File: src/rtl/cpu_frame_sched.sv
// ==========================================================================
// cpu_frame_sched: per-frame sequencer for the CPU (boot hold, WAIT/vsync
// hand-off, GPU start, key-bitmap copy into data memory). Rev 1.0
// ==========================================================================
`default_nettype none

module cpu_frame_sched #(
  parameter int DATA_ADDR_WIDTH = 13,
  parameter int KEY_MEM         = 8176,
  parameter int KEY_WORDS       = 16,
  parameter int RESET_CYCLES    = 4
) (
  input  logic                       clk,
  input  logic                       reset,
  input  logic                       vsync,
  input  logic [KEY_WORDS-1:0]       keys,
  input  logic                       cpu_wait,
  output logic                       cpu_reset,
  output logic                       cpu_resume,
  input  logic                       cpu_we,
  input  logic [DATA_ADDR_WIDTH-1:0] cpu_waddr,
  input  logic [15:0]                cpu_wdata,
  output logic                       mem_we,
  output logic [DATA_ADDR_WIDTH-1:0] mem_waddr,
  output logic [15:0]                mem_wdata,
  output logic                       gpu_start,
  input  logic                       gpu_busy,
  output logic [15:0]                frame_count,
  output logic [15:0]                overrun_count
);

  localparam int HOLD_W = (RESET_CYCLES > 1) ? $clog2(RESET_CYCLES) : 1;
  localparam int IDX_W  = (KEY_WORDS > 1) ? $clog2(KEY_WORDS) : 1;

  localparam logic [HOLD_W-1:0]          HOLD_LAST = HOLD_W'(RESET_CYCLES - 1);
  localparam logic [IDX_W-1:0]           IDX_LAST  = IDX_W'(KEY_WORDS - 1);
  localparam logic [DATA_ADDR_WIDTH-1:0] KEY_BASE  = DATA_ADDR_WIDTH'(KEY_MEM);

  typedef enum logic [2:0] {
    S_BOOT    = 3'd0,
    S_RUN     = 3'd1,
    S_DONE    = 3'd2,
    S_KEYCOPY = 3'd3,
    S_RESUME  = 3'd4
  } state_t;

  state_t               state_q, state_d;
  logic [HOLD_W-1:0]    hold_q, hold_d;
  logic [IDX_W-1:0]     idx_q, idx_d;
  logic [KEY_WORDS-1:0] key_q, key_d;
  logic [15:0]          frame_count_q, frame_count_d;
  logic [15:0]          overrun_q, overrun_d;

  logic frame_slot;
  logic start_frame;
  logic overrun_inc;

  always_ff @(posedge clk) begin
    if (reset) begin
      state_q       <= S_BOOT;
      hold_q        <= '0;
      idx_q         <= '0;
      key_q         <= '0;
      frame_count_q <= '0;
      overrun_q     <= '0;
    end else begin
      state_q       <= state_d;
      hold_q        <= hold_d;
      idx_q         <= idx_d;
      key_q         <= key_d;
      frame_count_q <= frame_count_d;
      overrun_q     <= overrun_d;
    end
  end

  // A vsync arriving together with WAIT is handled exactly like one in DONE.
  assign frame_slot = (state_q == S_DONE) || ((state_q == S_RUN) && cpu_wait);

  always_comb begin
    state_d       = state_q;
    hold_d        = hold_q;
    idx_d         = idx_q;
    key_d         = key_q;
    frame_count_d = frame_count_q;
    start_frame   = 1'b0;
    overrun_inc   = 1'b0;

    case (state_q)
      S_BOOT: begin
        hold_d = hold_q + HOLD_W'(1);
        if (hold_q == HOLD_LAST) begin
          hold_d  = '0;
          state_d = S_RUN;
        end
      end
      S_RUN: begin
        if (cpu_wait) begin
          state_d = S_DONE;
        end else if (vsync) begin
          overrun_inc = 1'b1;
        end
      end
      S_DONE: begin
        state_d = S_DONE;
      end
      S_KEYCOPY: begin
        overrun_inc = vsync;
        idx_d       = idx_q + IDX_W'(1);
        if (idx_q == IDX_LAST) begin
          state_d = S_RESUME;
        end
      end
      S_RESUME: begin
        overrun_inc   = vsync;
        frame_count_d = frame_count_q + 16'd1;
        state_d       = S_RUN;
      end
      default: begin
        state_d = S_BOOT;
      end
    endcase

    if (frame_slot && vsync) begin
      if (gpu_busy) begin
        overrun_inc = 1'b1;
      end else begin
        start_frame = 1'b1;
        key_d       = keys;
        idx_d       = '0;
        state_d     = S_KEYCOPY;
      end
    end

    overrun_d = overrun_q;
    if (overrun_inc && (overrun_q != 16'hFFFF)) begin
      overrun_d = overrun_q + 16'd1;
    end
  end

  // Data-memory write port: CPU owns it while running, the key copier in KEYCOPY.
  always_comb begin
    mem_we    = 1'b0;
    mem_waddr = '0;
    mem_wdata = '0;
    case (state_q)
      S_RUN, S_DONE: begin
        mem_we    = cpu_we;
        mem_waddr = cpu_waddr;
        mem_wdata = cpu_wdata;
      end
      S_KEYCOPY: begin
        mem_we    = 1'b1;
        mem_waddr = KEY_BASE + DATA_ADDR_WIDTH'(idx_q);
        mem_wdata = {15'b0, key_q[idx_q]};
      end
      default: begin
        mem_we = 1'b0;
      end
    endcase
  end

  assign cpu_reset     = reset || (state_q == S_BOOT);
  assign cpu_resume    = (state_q == S_RESUME);
  assign gpu_start     = start_frame;
  assign frame_count   = frame_count_q;
  assign overrun_count = overrun_q;

endmodule

`default_nettype wire

File: config.mk
export PLATFORM = sky130hd
export DESIGN_NAME = cpu_frame_sched
export DESIGN_NICKNAME = d
export VERILOG_FILES = /design/src/rtl/cpu_frame_sched.sv
export SDC_FILE = /design/constraint.sdc
export NUM_CORES = 1
export LEC_CHECK = 0
export CELL_PAD_IN_SITES_DETAIL_PLACEMENT = 1
export CELL_PAD_IN_SITES_GLOBAL_PLACEMENT = 1
export CORE_MARGIN = 2
export CORE_UTILIZATION = 40
export CTS_CLUSTER_DIAMETER = 30
export CTS_CLUSTER_SIZE = 40
export DETAILED_ROUTE_END_ITERATION = 16
export DONT_BUFFER_PORTS = 1
export GPL_ROUTABILITY_DRIVEN = 0
export PLACE_DENSITY = 0.77
export REMOVE_ABC_BUFFERS = 1
export SETUP_SLACK_MARGIN = 0.05
export SYNTH_ARGS = -nofsm -noshare
export SYNTH_HDL_FRONTEND = slang
export SYNTH_SLANG_ARGS = --single-unit
File: constraint.sdc
create_clock -name clk -period 1.5 [get_ports clk]
set_input_delay 0.375 -clock clk [delete_from_list [all_inputs] [get_ports clk]]
set_output_delay 0.375 -clock clk [all_outputs]
set_load 0.01 [all_outputs]
==> results of run 1 <==
[state kept, by name, indices dropped and copies added, names as in the netlist]
register and cells:
state_q 3, frame_count 16, overrun_count 16, key_q 16
idx_q 4, hold_q 2
[path summary, 6_finish.rpt]
kind	from	endpoint	slack [ns]	cells past startpoint
worst min-delay path	reset	frame_count[6]	0.11	1
worst max register to register	state_q[0]	overrun_count[7]	-0.32	8
worst max-delay path	state_q[0]	mem_waddr[3]	-0.47	6
worst min register to register	state_q[2]	state_q[1]	0.50	1
[critical path, stage by stage, from the launching register on]
cell      delay [ns]
dfxtp_4         0.36
buf_6           0.12
nand2b_4        0.15
a21oi_4         0.14
buf_6           0.15
buf_12          0.13
a22o_1          0.21
[cell type report]
class / count / area (um^2)
multi-input combinational: 273 / 2210
clock inverter: 4 / 97.6
timing repair buffer: 97 / 987
clock buffer: 12 / 165
inverter: 5 / 21.3
sequential: 57 / 1160
fill: 812 / 2450
tap: 99 / 124
[metrics by stage]
| step | util | hold slack, ns | setup WS [ns] | cell area (um^2) | std cells |
|---|---|---|---|---|---|
| 6_report | 0.660 | 0.105 | -0.472 | 4760 | 547 |
| 5_1_grt | 0.660 | 0.0904 | -0.561 | 4760 | 547 |
| 4_1_cts | 0.615 | 0.102 | -0.399 | 4430 | 540 |
| 3_5_place_dp | 0.492 | 0.455 | -0.221 | 3550 | 501 |
| 3_3_place_gp | 0.492 | 0.454 | -0.144 | 3550 | 501 |
| 2_1_floorplan | - | 0.444 | -0.519 | 2850 | 335 |
[metal layers]
metal | part of all wire | global-route usage | vias up
met5 | 0 | 0 | -
met4 | 0.027 | 0.0846 | 0
met3 | 0.062 | 0.0763 | 29
met2 | 0.53 | 0.516 | 139
met1 | 0.38 | 0.304 | 1576
li1 | - | - | 1415
[synth_stat cells, types with 6 or more instances]
| cell | n | area share |
|---|---|---|
| nor2_1 | 44 | 0.056 |
| clkbuf_1 | 11 | 0.014 |
| nand3_1 | 15 | 0.025 |
| nor2b_1 | 7 | 0.015 |
| and2_1 | 15 | 0.032 |
| and3_1 | 8 | 0.017 |
| nand4_1 | 14 | 0.030 |
| or3_1 | 12 | 0.025 |
| xor2_1 | 16 | 0.047 |
| nand2_1 | 38 | 0.048 |
| mux2i_1 | 26 | 0.088 |
| a21oi_1 | 18 | 0.030 |
| buf_2 | 6 | 0.010 |
| o21ai_0 | 16 | 0.027 |
| dfxtp_1 | 57 | 0.39 |
[what timing repair did]
action,CTS,global route
pin swaps,52,33
gates cloned,4,0
endpoints found under the setup margin,83,88
gates resized for setup,107,64
buffers inserted,20,9
[logic make-up (layout without fill, tap and decap cells)]
logic type | after synthesis | in the layout | share of synthesized area
AND/OR/NAND/NOR | 174 | 174 | 0.303
flip-flops | 57 | 57 | 0.386
AO/OA/AOI/OAI | 50 | 50 | 0.105
multiplexers | 27 | 27 | 0.0918
buffers and inverters | 26 | 118 | 0.0431
XOR/XNOR | 17 | 17 | 0.0503
adder cells (fa/ha/maj) | 5 | 5 | 0.0211
[placed cells by master (no fill, tap or decap), types with 7 or more instances in the layout]
cell type and count:
o21ai_0 10, nor2_1 37, mux2i_1 25, and3_1 8
buf_12 8, nand2_1 18, nand4_1 14, buf_6 21
nand3_1 7, nand2_2 16, dfxtp_1 52, nand3_2 7
a21oi_2 11, clkbuf_8 12, and2_4 15, or3_4 9
buf_4 64, xor2_1 14
[where the power goes]
part	switching (mW)	leakage, nW	total [mW]	internal (mW)
Sequential	0.0301	0.464	1.57	1.54
Clock	0.667	0.129	1.91	1.24
Combinational	0.423	1.44	0.912	0.489
Total	1.12	2.03	4.39	3.27
==> flow_summary.toml, run 1 <==
[sta]
final-hold-violation-count = 0
worstMarginPinSlew_ns = 0.378
finalCriticalPeriod_ns = 1.97
finalSetupViolCount = 85
fin_ws_ns = -0.472
fin_setup_tns_ns = -22.42
slew_violations = 0
maxSlewHeadroom = 0.748
grt_setup_unrepaired = "yes"
max_freq_ghz = 0.507
fin_crit_sh = 1.31
clock-skew-final_ns = 0.0104

[setup_path]
start_kind = "flop"
end_kind = "primary output"
required_ns = 1.12
timing.critical_path.fanout_max = 7
crit_type = "reg2out"
cp.arrival_ns = 1.60

[clocking]
numCtsBuffers = 9
htree_levels = 3
path_clk_slew_ns = 0.08
clock_latency_ns = 0.33
cts_root_buf = "clkbuf_8"
clock-sinks = 57
cts_tree = "done"
hold_buffers = 0
cts_buffer_depth = 2

[floorplan]
initial_core_util = 0.410
die_y_um = 90.0
die_x_um = 90.0
placementRows = 31
io_pins = 116
die-area_mm2 = 0.00810
core_mm2 = 0.00721

[yosys]
yosysWarningCount = 0
async_flop_share = 0
synthCells = 356
ys_seq_elements = 57
ys_seq_area_frac = 0.386
syn_avg_cell_area_um2 = 8.31
synthFlopType = "dfxtp_1"
synth_edf_count = 0
synth_cell_type_count = 43
synthesis.area_mm2 = 0.00296

[grt]
gr-usage-all-layers = 0.277
grt_pass1_vias = 3357
antenna_found_initial = 0
grt_start_max_net_pins = 57
grt_pass1_wl_um = 18100
grt-ovfl-total = 0

[detailed_routing]
firstDrtPassIters = 4
drc = 0
routedWlPerCell_um = 23.0
totalWireLength_um = 12600
vias_per_cell = 5.78
vias = 3159
first_iter_violations = 149
postRouteAntennaNets = 0

[pwr]
power.density_mw_per_mm2 = 922
ir_drop_uv = 818
total_power_mw = 4.39
leakage_nw = 2.03

[job]
max-cap-violations = 0

[run_status]
outcome = "finished, violations left"
violations = "negative setup slack"

[cells_and_area]
area_delta_synth_final_pct = 61.0
nets = 499
final_layout_size_suffix_gt1_frac = 0.511
antenna_cells = 0

[hold_path]
hold_class = "in2reg"

[place]
hpwl_um = 6270
numPortBuffers = 0
Power figures use the tool's default switching activity.
==> run 2, diff against run 1 <==
--- a/config.mk
+++ b/config.mk
@@ -5,16 +5,17 @@
 export SDC_FILE = /design/constraint.sdc
 export NUM_CORES = 1
 export LEC_CHECK = 0
+export ABC_AREA = 1
 export CELL_PAD_IN_SITES_DETAIL_PLACEMENT = 1
 export CELL_PAD_IN_SITES_GLOBAL_PLACEMENT = 1
 export CORE_MARGIN = 2
-export CORE_UTILIZATION = 40
+export CORE_UTILIZATION = 39
 export CTS_CLUSTER_DIAMETER = 30
 export CTS_CLUSTER_SIZE = 40
 export DETAILED_ROUTE_END_ITERATION = 16
 export DONT_BUFFER_PORTS = 1
 export GPL_ROUTABILITY_DRIVEN = 0
-export PLACE_DENSITY = 0.77
+export PLACE_DENSITY = 0.79
 export REMOVE_ABC_BUFFERS = 1
 export SETUP_SLACK_MARGIN = 0.05
 export SYNTH_ARGS = -nofsm -noshare
==> flow_summary.toml, run 2 <==
[run_status]
outcome = "finished, violations left"
violations = "negative setup slack"

[floorplan]
die_x_um = 95.8
die-area_mm2 = 0.00917
initial_core_util = 0.402
io_pins = 116
placementRows = 33
core_mm2 = 0.00818
die_y_um = 95.8

[place]
numPortBuffers = 0
placed_cells = 648
placed_area_mm2 = 0.00380
hpwl_um = 8030

[hold_path]
hold_depth = 1
hold_end = "overrun_count[5]"
hold_class = "in2reg"
worstHoldStart = "reset"

[setup_path]
cp.arrival_ns = 1.46
required_ns = 1.12
end_kind = "primary output"
regToRegSetupSlack_ns = -0.24
crit_type = "reg2out"
rr_worst_depth = 12
crit_chain = "inv_2 -> nand3_4 -> nand2_8 -> clkinvlp_4 -> buf_12 -> nor2_4"
start_kind = "flop"
reg2reg_to = "overrun_count[0]"
slowest_delay_ns = 0.38
timing.critical_path.fanout_max = 15
slowest_stage = "dfxtp_4"
r2r-start = "state_q[1]"

[clocking]
cts_root_buf = "clkbuf_8"
clock_latency_ns = 0.36
numCtsBuffers = 9
cts_buffer_depth = 2
clock-sinks = 57
hold_buffers = 0
cts_tree = "done"
htree_levels = 3
path_clk_slew_ns = 0.07

[pwr]
power.share.switching = 0.343
total_power_mw = 4.64
p_sw_mw = 1.59
intPower_mw = 3.05
pwr-share-comb = 0.283
pwr-share-clk = 0.368
power_frac_seq = 0.349
ir_drop_uv = 504
leakage_nw = 2.16
power.density_mw_per_mm2 = 870

[yosys]
yosysWarningCount = 0
synthFlopType = "dfxtp_1"
synth_common_cells = "nand2_1 (100), nor2_1 (81), inv_1 (68)"
synth_xor_area_frac = 0.0267
synth_top_area_frac = 0.348
synth.area.mux_share = 0
synth_edf_count = 0
ys_seq_area_frac = 0.348
yosys.cell_count.top_type = "nand2_1"
synth.area.top_cells = "dfxtp_1 (35%), nand2_1 (11%), nor2_1 (9.3%)"
synth_top_family_by_area = "simple AND/OR/NAND/NOR gates"
synthAdderAreaFrac = 0.0191
synth_cell_type_count = 36
ys_seq_elements = 57
async_flop_share = 0
yosys.area.top_type = "dfxtp_1"
synthCells = 502
synth_compound_area_frac = 0.144
yosys.area_share.simple = 0.354
synthesis.area_mm2 = 0.00328
syn_avg_cell_area_um2 = 6.54

[detailed_routing]
drc = 0
first_iter_violations = 170
vias = 4088
postRouteAntennaNets = 0
firstDrtPassIters = 4
routedWlPerCell_um = 23.8
totalWireLength_um = 16600
vias_per_cell = 5.86

[sta]
finalCriticalPeriod_ns = 1.84
worstMarginPinSlew_ns = 0.325
fin_setup_tns_ns = -14.80
max_freq_ghz = 0.545
grt_setup_unrepaired = "yes"
fin_crit_sh = 1.22
final-hold-violation-count = 0
clock-skew-final_ns = 0.0101
fin_ws_ns = -0.336
finalSetupViolCount = 79
fin_hold_ws_ns = 0.0734
maxSlewHeadroom = 0.782
slew_violations = 0

[cells_and_area]
area_delta_synth_final_pct = 62.5
layout_commonest_cell = "buf_4"
layout_common_cells = "buf_4 (64), nand2_1 (59), inv_1 (55)"
final_layout_size_suffix_gt1_frac = 0.494
stdcell_area_mm2 = 0.00534
final_cells = 698
antenna_cells = 0
nets = 644

[grt]
gr-usage-all-layers = 0.315
grt_pass1_vias = 4158
grt_start_max_net_pins = 23
grt_pass1_wl_um = 21700
grt-ovfl-total = 0
antenna_found_initial = 0

[job]
max-cap-violations = 0
## run 2: cell count changes after synthesis, sizes merged, moves of 12 or more
cell	previous run	this run
nand2	38	109
inv	5	71
nor2	45	86
mux2i	26	0
nand3	15	39
o21ai	16	38
a21oi	19	39
and2	15	0
or3	12	0
## run 2: metal layers
layer | vias to the layer above | wire [um] | global-route usage | part of all wire
met5 | - | 0 | 0 | 0
met1 | 2002 | 5930 | 0.325 | 0.36
met4 | 0 | 842 | 0.129 | 0.051
met3 | 69 | 1240 | 0.0658 | 0.074
li1 | 1787 | - | - | -
met2 | 230 | 8620 | 0.609 | 0.52
## run 2: area by class of cell
type                       count  area, um^2
inverter                      72         297
sequential                    57        1170
clock buffer                   9         124
timing repair buffer          90         901
clock inverter                 7         103
multi-input combinational    358        2610
fill                         964        2840
tap                          105         131
## run 2: kinds of logic (layout without fill, tap and decap cells)
logic type                 count (synthesis)  count (layout)
xor gates and xnor gates                  10              10
adders and majority gates                  5               5
buffers and inverters                     88             178
DFF                                       57              57
AOI/OAI and AO/OA                         83              83
and+or+nand+nor                          259             260
## run 2: what timing repair did
item,CTS,global route
resized for setup,185,98
setup endpoints to repair,77,85
buffers inserted,21,12
pin swaps,35,34
cloned,3,0
## run 2: critical path, delay by kind of cell, from the launching register on
kind / cells / cell delay [ns]
flip-flops: 1 / 0.38
buffers and inverters: 3 / 0.36
AND/OR/NAND/NOR: 3 / 0.35
## run 2: worst max path at each step
stage	from	endpoint	slack [ns]	depth (start not counted)
2_1_floorplan	overrun_count[0]	overrun_count[1]	-0.20	10
3_3_place_gp	frame_count[1]	frame_count[12]	-0.09	6
3_5_place_dp	frame_count[1]	frame_count[12]	-0.11	6
4_1_cts	state_q[0]	mem_wdata[1]	-0.28	6
5_1_grt	state_q[0]	mem_wdata[13]	-0.39	6
6_report	state_q[0]	mem_wdata[13]	-0.34	6
## run 2: through the flow
stage                     setup WS, ns  utilization
after floorplan                 -0.203            -
after global placement         -0.0940        0.465
after detailed placement        -0.114        0.465
after CTS                       -0.284        0.604
after global routing            -0.395        0.653
final                           -0.336        0.653
## run 2: power by group through the flow
stage / Clock, mW / Sequential (mW) / Combinational (mW)
floorplan: 0 / 1.64 / 0.416
global placement: 0 / 1.63 / 0.624
detailed placement: 0 / 1.64 / 0.647
CTS: 1.70 / 1.61 / 1.13
global route: 1.78 / 1.63 / 1.39
finish: 1.71 / 1.62 / 1.31
